[src/rtl/nanorisc_pkg.sv]
// Shared NanoRisc types and constants used by the fetch path.
package nanorisc_pkg;

  localparam int ADDR_W  = 8;
  localparam int INSTR_W = 8;

  localparam logic [INSTR_W-1:0] HALT_OPCODE = 8'hFF;

  typedef logic [ADDR_W-1:0]  addr_t;
  typedef logic [INSTR_W-1:0] instr_t;

  typedef enum logic [1:0] {
    IDLE  = 2'd0,
    FETCH = 2'd1,
    HALT  = 2'd2
  } fetch_state_t;

endpackage

[src/rtl/fetch_pc_next.sv]
// Next-PC select for the fetch path: reset, redirect, increment or hold.
module fetch_pc_next
  import nanorisc_pkg::*;
#(
  parameter int                ADDR_W   = nanorisc_pkg::ADDR_W,
  parameter logic [ADDR_W-1:0] RESET_PC = '0
) (
  input  logic              reset,
  input  logic              branch_valid,
  input  logic [ADDR_W-1:0] branch_target,
  input  logic              advance,
  input  logic [ADDR_W-1:0] pc,
  output logic [ADDR_W-1:0] pc_next
);

  // Increment wraps naturally at ADDR_W bits.
  always_comb begin
    pc_next = pc;
    if (reset)
      pc_next = RESET_PC;
    else if (branch_valid)
      pc_next = branch_target;
    else if (advance)
      pc_next = pc + 1'b1;
  end

endmodule

[src/rtl/fetch_sequencer.sv]
// Program-counter controller for the instruction ROM, streaming bytes to decode.
// Halt-opcode detection is compiled in with FETCH_HALT_DETECT_EN.
//
// state | meaning
// IDLE  | reset or enable low; no capture
// FETCH | capturing one instruction per clock when the output slot frees
// HALT  | halt opcode captured; waits for a branch
module fetch_sequencer #(
  parameter int                 ADDR_W      = nanorisc_pkg::ADDR_W,
  parameter int                 INSTR_W     = nanorisc_pkg::INSTR_W,
  parameter logic [ADDR_W-1:0]  RESET_PC    = '0,
  parameter logic [INSTR_W-1:0] HALT_OPCODE = nanorisc_pkg::HALT_OPCODE
) (
  input  logic               clock,
  input  logic               reset,
  input  logic               enable,
  output logic [ADDR_W-1:0]  mem_address,
  input  logic [INSTR_W-1:0] mem_data,
  input  logic               branch_valid,
  input  logic [ADDR_W-1:0]  branch_target,
  output logic               instr_valid,
  input  logic               instr_ready,
  output logic [INSTR_W-1:0] instr_data,
  output logic [ADDR_W-1:0]  instr_pc,
  output logic               halted
);

  import nanorisc_pkg::*;

  fetch_state_t      state, next_state;
  logic [ADDR_W-1:0] pc, pc_next;
  logic              capture;
  logic              halt_hit;

  // A redirect always wins over a capture in the same cycle.
  assign capture = (state == FETCH) && enable && (!instr_valid || instr_ready) && !branch_valid;

`ifdef FETCH_HALT_DETECT_EN
  assign halt_hit = capture && (mem_data == HALT_OPCODE);
`else
  logic unused_halt_opcode;
  assign unused_halt_opcode = ^HALT_OPCODE;
  assign halt_hit = 1'b0;
`endif

  fetch_pc_next #(
    .ADDR_W   (ADDR_W),
    .RESET_PC (RESET_PC)
  ) u_pc_next (
    .reset         (reset),
    .branch_valid  (branch_valid),
    .branch_target (branch_target),
    .advance       (capture),
    .pc            (pc),
    .pc_next       (pc_next)
  );

  always_ff @(posedge clock) begin
    if (reset)
      state <= IDLE;
    else
      state <= next_state;
  end

  always_comb begin
    next_state = state;
    case (state)
      IDLE:    if (enable) next_state = FETCH;
      FETCH:   if (!enable) next_state = IDLE;
               else if (halt_hit) next_state = HALT;
      HALT:    if (branch_valid) next_state = FETCH;
      default: next_state = IDLE;
    endcase
  end

  always_comb begin
    halted = 1'b0;
`ifdef FETCH_HALT_DETECT_EN
    halted = (state == HALT);
`endif
  end

  always_ff @(posedge clock) begin
    pc <= pc_next;
    if (reset) begin
      instr_valid <= 1'b0;
      instr_data  <= '0;
      instr_pc    <= '0;
    end else if (branch_valid) begin
      instr_valid <= 1'b0;
    end else if (capture) begin
      instr_valid <= 1'b1;
      instr_data  <= mem_data;
      instr_pc    <= pc;
    end else if (instr_valid && instr_ready) begin
      instr_valid <= 1'b0;
    end
  end

  assign mem_address = pc;

endmodule
[config.mk]
export PLATFORM = sky130hd
export DESIGN_NAME = fetch_sequencer
export DESIGN_NICKNAME = d
export VERILOG_FILES = /design/src/rtl/nanorisc_pkg.sv /design/src/rtl/fetch_pc_next.sv /design/src/rtl/fetch_sequencer.sv
export SDC_FILE = /design/constraint.sdc
export NUM_CORES = 1
export LEC_CHECK = 0
export ABC_AREA = 1
export CORE_MARGIN = 5
export CORE_UTILIZATION = 38
export CTS_CLUSTER_DIAMETER = 150
export DETAILED_ROUTE_END_ITERATION = 12
export PLACE_DENSITY_LB_ADDON = 0.05
export SYNTH_ARGS = -nofsm -noshare
export SYNTH_HDL_FRONTEND = slang
export SYNTH_SLANG_ARGS = --single-unit
[constraint.sdc]
create_clock -name clock -period 1.05 [get_ports clock]
set_input_delay 0.1575 -clock clock [delete_from_list [all_inputs] [get_ports clock]]
set_output_delay 0.1575 -clock clock [all_outputs]
set_load 0.02 [all_outputs]
# Word-level counts from Yosys, hierarchy flattened
# Index checks and enable logic that the tools add are counted.
[totals]
register_bits = 27
input_bits = 21
output_inout_bits = 26
elab_cells = 33
[op_classes]
n_addsub = 1
eq_ne = 5
mux = 8
bitwise_logic = 1
n_reduce_logical = 13
[ops]
columns = ["operator", "count"]
rows = [
  ["$mux W8", 2],
  ["$add A8 B1 Y8 const B", 1],
  ["$mux W2", 3],
  ["$ne A2 B2 Y1 const B", 3],
  ["$pmux W2 S3", 1],
  ["$logic_and A1 B1 Y1", 4],
  ["$reduce_bool A2 Y1", 2],
  ["$reduce_and A3 Y1", 1],
  ["$eq A2 B1 Y1 const B", 1],
  ["$eq A2 B2 Y1 const B", 1],
  ["$logic_not A1 Y1", 2],
  ["$logic_not A2 Y1", 1],
  ["$mux W1", 2],
  ["$reduce_and A2 Y1", 1],
  ["$reduce_or A2 Y1", 1],
  ["$logic_or A1 B1 Y1", 1],
  ["$not A1 Y1", 1],
]

# Logic depth before layout (Yosys ltp)
# Gate-level depths: netlist (run 1).
[logic_depth]
ltp_word = 6
ltp_mapped = 7
depth_no_buf = 7

# Cells and area by module
# Synthesis (run 1) repeated with hierarchy kept, for this count alone.
[unflattened]
cells_unflattened = 200
area_unflattened_um2 = 1345.0
[by_module_without_submodules]
columns = ["mod", "instances", "cells_per_inst", "area_per_inst_um2", "seq_area_each_um2"]
rows = [
  ["fetch_sequencer", 1, 127, 1009.7, 520.5],
  ["fetch_pc_next", 1, 73, 335.3, 0.0],
]

# Worst setup path after synthesis (run 1)
# Ideal clock, no wire load.
[synth_timing]
path_kind = "reg2reg"
startpoint = "register pc[0], in the netlist mem_address[0]"
endpoint = "register pc[6], in the netlist mem_address[6]"
setup_ns = 0.132
arrival_time_ns = 1.168
t_required_ns = 0.918
path_slack_ns = -0.251
stages_incl_launch_ff = 7
n_path_buf = 0
synth_period_minus_slack_ns = 1.301
path_cell_list = "dfxtp_1 > ha_1 > nand3_1 > nor2_1 > nand2_1 > nand3_1 > a21oi_1"
[synth_via]
elab_chain_cells = 3
[synth_rtl]
columns = ["item", "line", "rtl"]
rows = [
  ["start, declared", "fetch_sequencer.sv:31", "logic [ADDR_W-1:0] pc, pc_next;"],
  ["start signal, assigned", "fetch_sequencer.sv:84", "pc <= pc_next;"],
  ["$add A8 B1 Y8", "fetch_pc_next.sv:24", "pc_next = pc + 1'b1;"],
  ["$mux W8", "fetch_pc_next.sv:23", "else if (advance)"],
  ["$mux W8", "fetch_pc_next.sv:21", "else if (branch_valid)"],
]
# Every way passes these cells. The select of a mux whose other input is x is not followed.
# A chain may end at the register's enable or synchronous reset.

# Final worst setup path (run 1)
[layout_timing]
startpoint = "register state[0]"
endpoint = "register pc[3], in the netlist mem_address[3]"
[layout_via]
elab_chain_cells = 5
[layout_rtl]
columns = ["item", "line", "rtl"]
rows = [
  ["start, declared", "fetch_sequencer.sv:30", "fetch_state_t state, next_state;"],
  ["start signal, assigned", "fetch_sequencer.sv:62", "state <= next_state;"],
  ["$eq A2 B1 Y1", "fetch_sequencer.sv:36", "assign capture = (state == FETCH) && enable && (!instr_valid || instr_ready) && !branch_valid;"],
  ["$logic_and A1 B1 Y1 (3 in a row)", "fetch_sequencer.sv:36", ""],
  ["$reduce_bool A2 Y1 (no source line)", "--", ""],
]
# Every way passes these cells.

==> results of run 1 <==
==> sequential cells by signal, summed over array words and instances, names as in the netlist <==
name,count
instr_valid,1
instr_pc,8
instr_data,8
state,1
mem_address,8
==> metal layers <==
layer,track usage,vias up,part of all wire,wire [microns]
met5,0,-,0,0
met4,0.0533,0,0.017,59
met3,0.0289,6,0.039,139
met2,0.287,32,0.52,1850
met1,0.197,621,0.42,1500
li1,-,679,-,-
==> how the worst max path moves through the flow <==
stage                                startpoint                          end  slack, ns  cells after the start
global route              state[0]$_SDFFE_PP0P_  mem_address[6]$_SDFFE_PP0P_      -0.14                      6
floorplan           mem_address[0]$_SDFFE_PP0P_  mem_address[6]$_SDFFE_PP0P_      -0.01                      6
finish                    state[0]$_SDFFE_PP0P_  mem_address[3]$_SDFFE_PP0P_      -0.09                      6
CTS                       state[0]$_SDFFE_PP0P_  mem_address[3]$_SDFFE_PP0P_      -0.11                      6
detailed placement                       enable  mem_address[3]$_SDFFE_PP0P_      -0.46                      7
global placement                         enable  mem_address[0]$_SDFFE_PP0P_      -0.39                      7
==> power groups by stage <==
stage | Sequential [mW] | Combinational, mW | Clock, mW
finish | 1.13 | 0.908 | 0.687
global route | 1.14 | 0.986 | 0.739
CTS | 1.13 | 0.843 | 0.705
detailed placement | 1.14 | 0.775 | 0
global placement | 1.14 | 0.763 | 0
floorplan | 1.23 | 0.307 | 0
==> stage by stage <==
step	utilization	total power, mW	cell area [sq um]
after global routing	0.686	2.87	2080
after CTS	0.651	2.68	1970
after detailed placement	0.625	1.92	1890
final	0.686	2.73	2080
after floorplan	-	1.54	1220
after global placement	0.625	1.90	1890
==> cell type report <==
class	count	area (sq um)
Fill cell	242	950
Multi-Input combinational cell	122	742
Timing Repair Buffer	75	599
Sequential cell	26	541
Tap cell	44	55.1
Inverter	10	50.0
Timing Repair inverter	3	38.8
Clock inverter	1	30.0
Clock buffer	3	22.5
==> cells by family after synthesis <==
family / synth area share
other cells: 0.00314
xor+xnor: 0.0147
flops: 0.437
compound gates: 0.134
simple gates: 0.314
buf+inv: 0.0766
fa+ha+maj: 0.0210
==> critical path, stage by stage, from the launching register on <==
cell	delay (ns)
dfxtp_2	0.38
ha_4	0.15
nand3_4	0.12
buf_12	0.16
a21oi_2	0.10
nor2_1	0.05
nor2_1	0.11
==> timing repair <==
action / in CTS / in global routing
pin swaps: 9 / 11
cloned: 2 / 1
setup buffers: 3 / 0
endpoints found under the setup margin: 50 / 34
gates resized for setup: 131 / 31
==> layout by cell type, fill, tap and decap left out <==
master	count
nand2_1	39
buf_4	27
buf_2	21
clkdlybuf4s50_1	20
nand2_2	15
nor2_1	14
dfxtp_1	14
a21oi_2	13
a21oi_1	10
dfxtp_2	10
inv_1	7
nand2_4	5
nand3_1	5
buf_6	5
nand3_2	4
o21bai_1	3
clkbuf_4	3
inv_2	2
clkinv_8	2
nor2_2	2
o21ai_0	2
xnor2_1	2
ha_4	2
inv_8	2
dfxtp_4	2
nand3_4	1
nor2_4	1
a211oi_1	1
nand4_1	1
o21ai_1	1
conb_1	1
bufinv_16	1
buf_12	1
buf_8	1
==> flow_metrics.env, run 1 <==
export IMPL_ant_nets=0
export IMPL_antenna_cells=0
export IMPL_cts_buffers=3
export IMPL_synth_seq_cells=26
export IMPL_tns_ns=-1.36
export IMPL_hold_buffers=0
export IMPL_die_area_sq_um=4360
export IMPL_initial_utilization=0.394
export IMPL_rr_worst_depth=6
export IMPL_ys_async_sr_fraction=0
export IMPL_synth_top_area_share=0.437
export IMPL_fin_skew_ns=0.00791
export IMPL_synth_area_per_cell_sq_um=7.18
export IMPL_dr_pass1_iters=5
export IMPL_synth_most_common_cell="nand2_1"
export IMPL_post_route_min_period_ns=1.14
export IMPL_period_share=1.09
export IMPL_wl_mm=3.54
export IMPL_area_growth_pct=74.3
export IMPL_viasPerCell=4.71
export IMPL_die_width_microns=66.0
export IMPL_status="finished, violations left"
export IMPL_end_kind="flop"
export IMPL_yosys_area_top_type="dfxtp_1"
export IMPL_worst_ep_required_time_ns=1.30
export IMPL_path_clk_slew_ns=0.15
export IMPL_seqPwrFrac=0.414
export IMPL_synth_cell_type_count=23
export IMPL_antenna_found_initial=0
export IMPL_core_sq_um=3030
export IMPL_hp_start="mem_data[4]"
export IMPL_ys_top_cells_by_area="dfxtp_1 (44%), nand2_1 (18%), a21oi_1 (9.7%)"
export IMPL_worst_slack_ns=-0.0938
export IMPL_peakVddDrop_uv=831
export IMPL_grt_pass1_wl_mm=5.58
export IMPL_ys_warn_count=0
export IMPL_dp_cells=274
export IMPL_slew_viol_final=0
export IMPL_die_h_microns=66.0
export IMPL_internal_power_mw=1.90
export IMPL_drt_iter0_drc=55
export IMPL_comb_power_share=0.333
export IMPL_htreeDepth=1
export IMPL_drive_above_1_share=0.500
export IMPL_drc=0
export IMPL_num_rows=20
export IMPL_r2r_end="mem_address[3]$_SDFFE_PP0P_"
export IMPL_clockBufferDepth=2
export IMPL_cap_violations=0
export IMPL_holdWs_ns=0.358
export IMPL_syn_nets=189
export IMPL_reg2reg_from="state[0]$_SDFFE_PP0P_"
export IMPL_io_pins=47
export IMPL_cts_root_buf="clkbuf_4"
export IMPL_grt_pass1_vias=1285
export IMPL_hp_class="in -> reg"
export IMPL_clock_sinks=26
export IMPL_switchingPower_uw=825
export IMPL_synth_common_cells="nand2_1 (56), dfxtp_1 (26), a21oi_1 (23)"
export IMPL_rsz0062_at_grt="yes"
export IMPL_grt_use_total=0.162
export IMPL_syn_inst=166
export IMPL_gp_congestion=0.839
export IMPL_cts_tree="yes"
export IMPL_setup_viol=23
export IMPL_port_buffers=45
export IMPL_clkPwrFrac=0.252
export IMPL_worstPathMaxFanout=5
export IMPL_cp_arrival_ns=1.39
export IMPL_synth_edf_count=0
export IMPL_syn_area_sq_um=1190
export IMPL_grt_ovfl_total=0
export IMPL_holdPathStages=3
export IMPL_synth_seq_area_share=0.437
export IMPL_final_cells=284
export IMPL_clk_latency_ns=0.32
export IMPL_dpl_hpwl_mm=2.48
export IMPL_violations="negative setup slack"
export IMPL_p_sw_frac=0.303
export IMPL_dr_total_vias=1338
export IMPL_min_delay_worst_endpoint="instr_data[4]$_SDFFE_PP0P_"
export IMPL_grt_max_degree=16
export IMPL_r2r_slack_ns=-0.09
export IMPL_p_leak_nw=0.906
export IMPL_max_freq_mhz=874
export IMPL_power_density_nw_per_um2=1310
export IMPL_crit_path_start_kind="flop"
export IMPL_hold_viol_final=0
export IMPL_pre_cts_slack_ns=-0.459
export IMPL_num_nets_final=264
export IMPL_crit_type="reg -> reg"
export IMPL_synth_ff_type="dfxtp_1"
export IMPL_wire_per_inst_microns=12.5
Power figures use the tool's default switching activity.
==> run 2: changes to the inputs <==
--- a/config.mk
+++ b/config.mk
@@ -11,6 +11,7 @@
 export CTS_CLUSTER_DIAMETER = 150
 export DETAILED_ROUTE_END_ITERATION = 12
 export PLACE_DENSITY_LB_ADDON = 0.05
+export RECOVER_POWER = 100
 export SYNTH_ARGS = -nofsm -noshare
 export SYNTH_HDL_FRONTEND = slang
 export SYNTH_SLANG_ARGS = --single-unit
==> flow_metrics.env, run 2 (synthesis results as in run 1) <==
export IMPL_die_h_microns=66.0
export IMPL_final_common_cell="nand2_1"
export IMPL_hp_class="in -> reg"
export IMPL_drc=0
export IMPL_worstPathMaxFanout=5
export IMPL_r2r_end="mem_address[3]$_SDFFE_PP0P_"
export IMPL_die_width_microns=66.0
export IMPL_final_cell_area_sq_um=2080
export IMPL_min_delay_worst_endpoint="instr_data[4]$_SDFFE_PP0P_"
export IMPL_violations="negative setup slack"
export IMPL_power_density_nw_per_um2=1310
export IMPL_hold_viol_final=0
export IMPL_htreeDepth=1
export IMPL_dr_wl_met3_microns=128
export IMPL_cts_buffers=3
export IMPL_slew_viol_final=0
export IMPL_internal_power_mw=1.90
export IMPL_pre_cts_slack_ns=-0.459
export IMPL_rr_worst_depth=6
export IMPL_path_clk_slew_ns=0.15
export IMPL_switchingPower_uw=827
export IMPL_hold_buffers=0
export IMPL_gp_congestion=0.839
export IMPL_num_rows=20
export IMPL_final_cell_mix="nand2_1 (39), buf_4 (26), clkdlybuf4s50_1 (20)"
export IMPL_clkPwrFrac=0.252
export IMPL_crit_chain="ha_4, nand3_4, buf_12, a21oi_2, nor2_1, nor2_1"
export IMPL_cap_violations=0
export IMPL_post_route_min_period_ns=1.14
export IMPL_dr_total_vias=1341
export IMPL_die_area_sq_um=4360
export IMPL_io_pins=47
export IMPL_clockBufferDepth=2
export IMPL_worst_ep_required_time_ns=1.30
export IMPL_fillCellCount=243
export IMPL_rsz0062_at_grt="yes"
export IMPL_r2r_slack_ns=-0.09
export IMPL_grt_pass1_vias=1285
export IMPL_tns_ns=-1.37
export IMPL_routed_top_layer="met4"
export IMPL_antenna_cells=0
export IMPL_clock_sinks=26
export IMPL_cp_top_family="flip-flops"
export IMPL_grt_max_degree=16
export IMPL_holdPathStages=3
export IMPL_seqPwrFrac=0.415
export IMPL_comb_power_share=0.333
export IMPL_core_sq_um=3030
export IMPL_crit_path_start_kind="flop"
export IMPL_initial_utilization=0.394
export IMPL_dr_pass1_iters=5
export IMPL_cp_arrival_ns=1.39
export IMPL_p_leak_nw=0.894
export IMPL_worst_slack_ns=-0.0939
export IMPL_crit_type="reg -> reg"
export IMPL_dpl_hpwl_mm=2.48
export IMPL_final_seq_area_sq_um=541
export IMPL_max_freq_mhz=874
export IMPL_peakVddDrop_uv=831
export IMPL_drive_above_1_share=0.500
export IMPL_grt_ovfl_total=0
export IMPL_port_buffers=45
export IMPL_power_mw=2.72
export IMPL_grt_use_total=0.162
export IMPL_cts_tree="yes"
export IMPL_clk_latency_ns=0.32
export IMPL_hp_start="mem_data[4]"
export IMPL_num_nets_final=264
export IMPL_p_sw_frac=0.303
export IMPL_end_kind="flop"
export IMPL_drt_iter0_drc=51
export IMPL_cp_slowest_stage_delay_ns=0.38
export IMPL_viasPerCell=4.72
export IMPL_met1_length_mm=1.51
export IMPL_period_share=1.09
export IMPL_cp_slowest_cell="dfxtp_2"
export IMPL_final_cells=284
export IMPL_wl_met2_mm=1.85
export IMPL_cts_root_buf="clkbuf_4"
export IMPL_antenna_found_initial=0
export IMPL_reg2reg_from="state[0]$_SDFFE_PP0P_"
export IMPL_crit_buf_inv=1
export IMPL_wire_per_inst_microns=12.5
export IMPL_dp_cells=274
export IMPL_fin_skew_ns=0.00774
export IMPL_multiInputGateArea_sq_um=742
export IMPL_wl_mm=3.54
export IMPL_grt_pass1_wl_mm=5.58
export IMPL_placed_area_sq_um=1890
export IMPL_ant_nets=0
export IMPL_setup_viol=23
export IMPL_cp_common_cell="nor2_1"
export IMPL_status="finished, violations left"
export IMPL_area_growth_pct=74.1
[run 2: worst max path at each step]
stage,from,to,slack [ns],cells past startpoint
6_report,state[0]$_SDFFE_PP0P_,mem_address[3]$_SDFFE_PP0P_,-0.09,6
5_1_grt,state[0]$_SDFFE_PP0P_,mem_address[6]$_SDFFE_PP0P_,-0.14,6
4_1_cts,state[0]$_SDFFE_PP0P_,mem_address[3]$_SDFFE_PP0P_,-0.11,6
3_5_place_dp,enable,mem_address[3]$_SDFFE_PP0P_,-0.46,7
3_3_place_gp,enable,mem_address[0]$_SDFFE_PP0P_,-0.39,7
2_1_floorplan,mem_address[0]$_SDFFE_PP0P_,mem_address[6]$_SDFFE_PP0P_,-0.01,6
[run 2: layout make-up]
| class | count | share of cell area |
|---|---|---|
| clock buffers | 3 | 0.0108 |
| well taps | 44 | 0.0265 |
| multi-input cells | 122 | 0.357 |
| repair inverters | 3 | 0.0187 |
| clock inverters | 1 | 0.0145 |
| flip-flops and latches | 26 | 0.260 |
| inverters | 10 | 0.0241 |
| repair buffers | 75 | 0.288 |
[run 2: power by group through the flow]
stage               registers, mW  clock network, mW  logic (mW)
floorplan                    1.23                  0       0.307
global placement             1.14                  0       0.763
detailed placement           1.14                  0       0.775
CTS                          1.13              0.705       0.843
global route                 1.14              0.739       0.984
finish                       1.13              0.688       0.906
[run 2: metrics by stage]
step	hold WS, ns	util
after floorplan	0.300	-
after global placement	0.449	0.625
after detailed placement	0.458	0.625
after CTS	0.366	0.651
after global routing	0.357	0.686
final	0.358	0.686
[run 2: routing by layer]
layer / GRT usage / vias up
li1: - / 679
met4: 0.0533 / 0
met5: 0 / -
met2: 0.287 / 32
met1: 0.197 / 624
met3: 0.0289 / 6
[run 2: worst register-to-register path, delay by kind of cell (launching register included)]
family	cells	cell delay (ns)
compound gates	1	0.10
fa+ha+maj	1	0.16
buf+inv	1	0.16
flops	1	0.38
simple gates	3	0.28
[run 2: what timing repair did]
item / in CTS / in global routing
pin swaps: 9 / 11
setup buffers: 3 / 0
resized for setup: 131 / 31
cloned: 2 / 1
endpoints found under the setup margin: 50 / 34
==> run 3: changes to the inputs <==
--- a/config.mk
+++ b/config.mk
@@ -12,6 +12,7 @@
 export DETAILED_ROUTE_END_ITERATION = 12
 export PLACE_DENSITY_LB_ADDON = 0.05
 export RECOVER_POWER = 100
+export SLEW_MARGIN = 40
 export SYNTH_ARGS = -nofsm -noshare
 export SYNTH_HDL_FRONTEND = slang
 export SYNTH_SLANG_ARGS = --single-unit
==> results of run 3 <==
No change in the layout: final DEF, timing and power equal those of run 2.
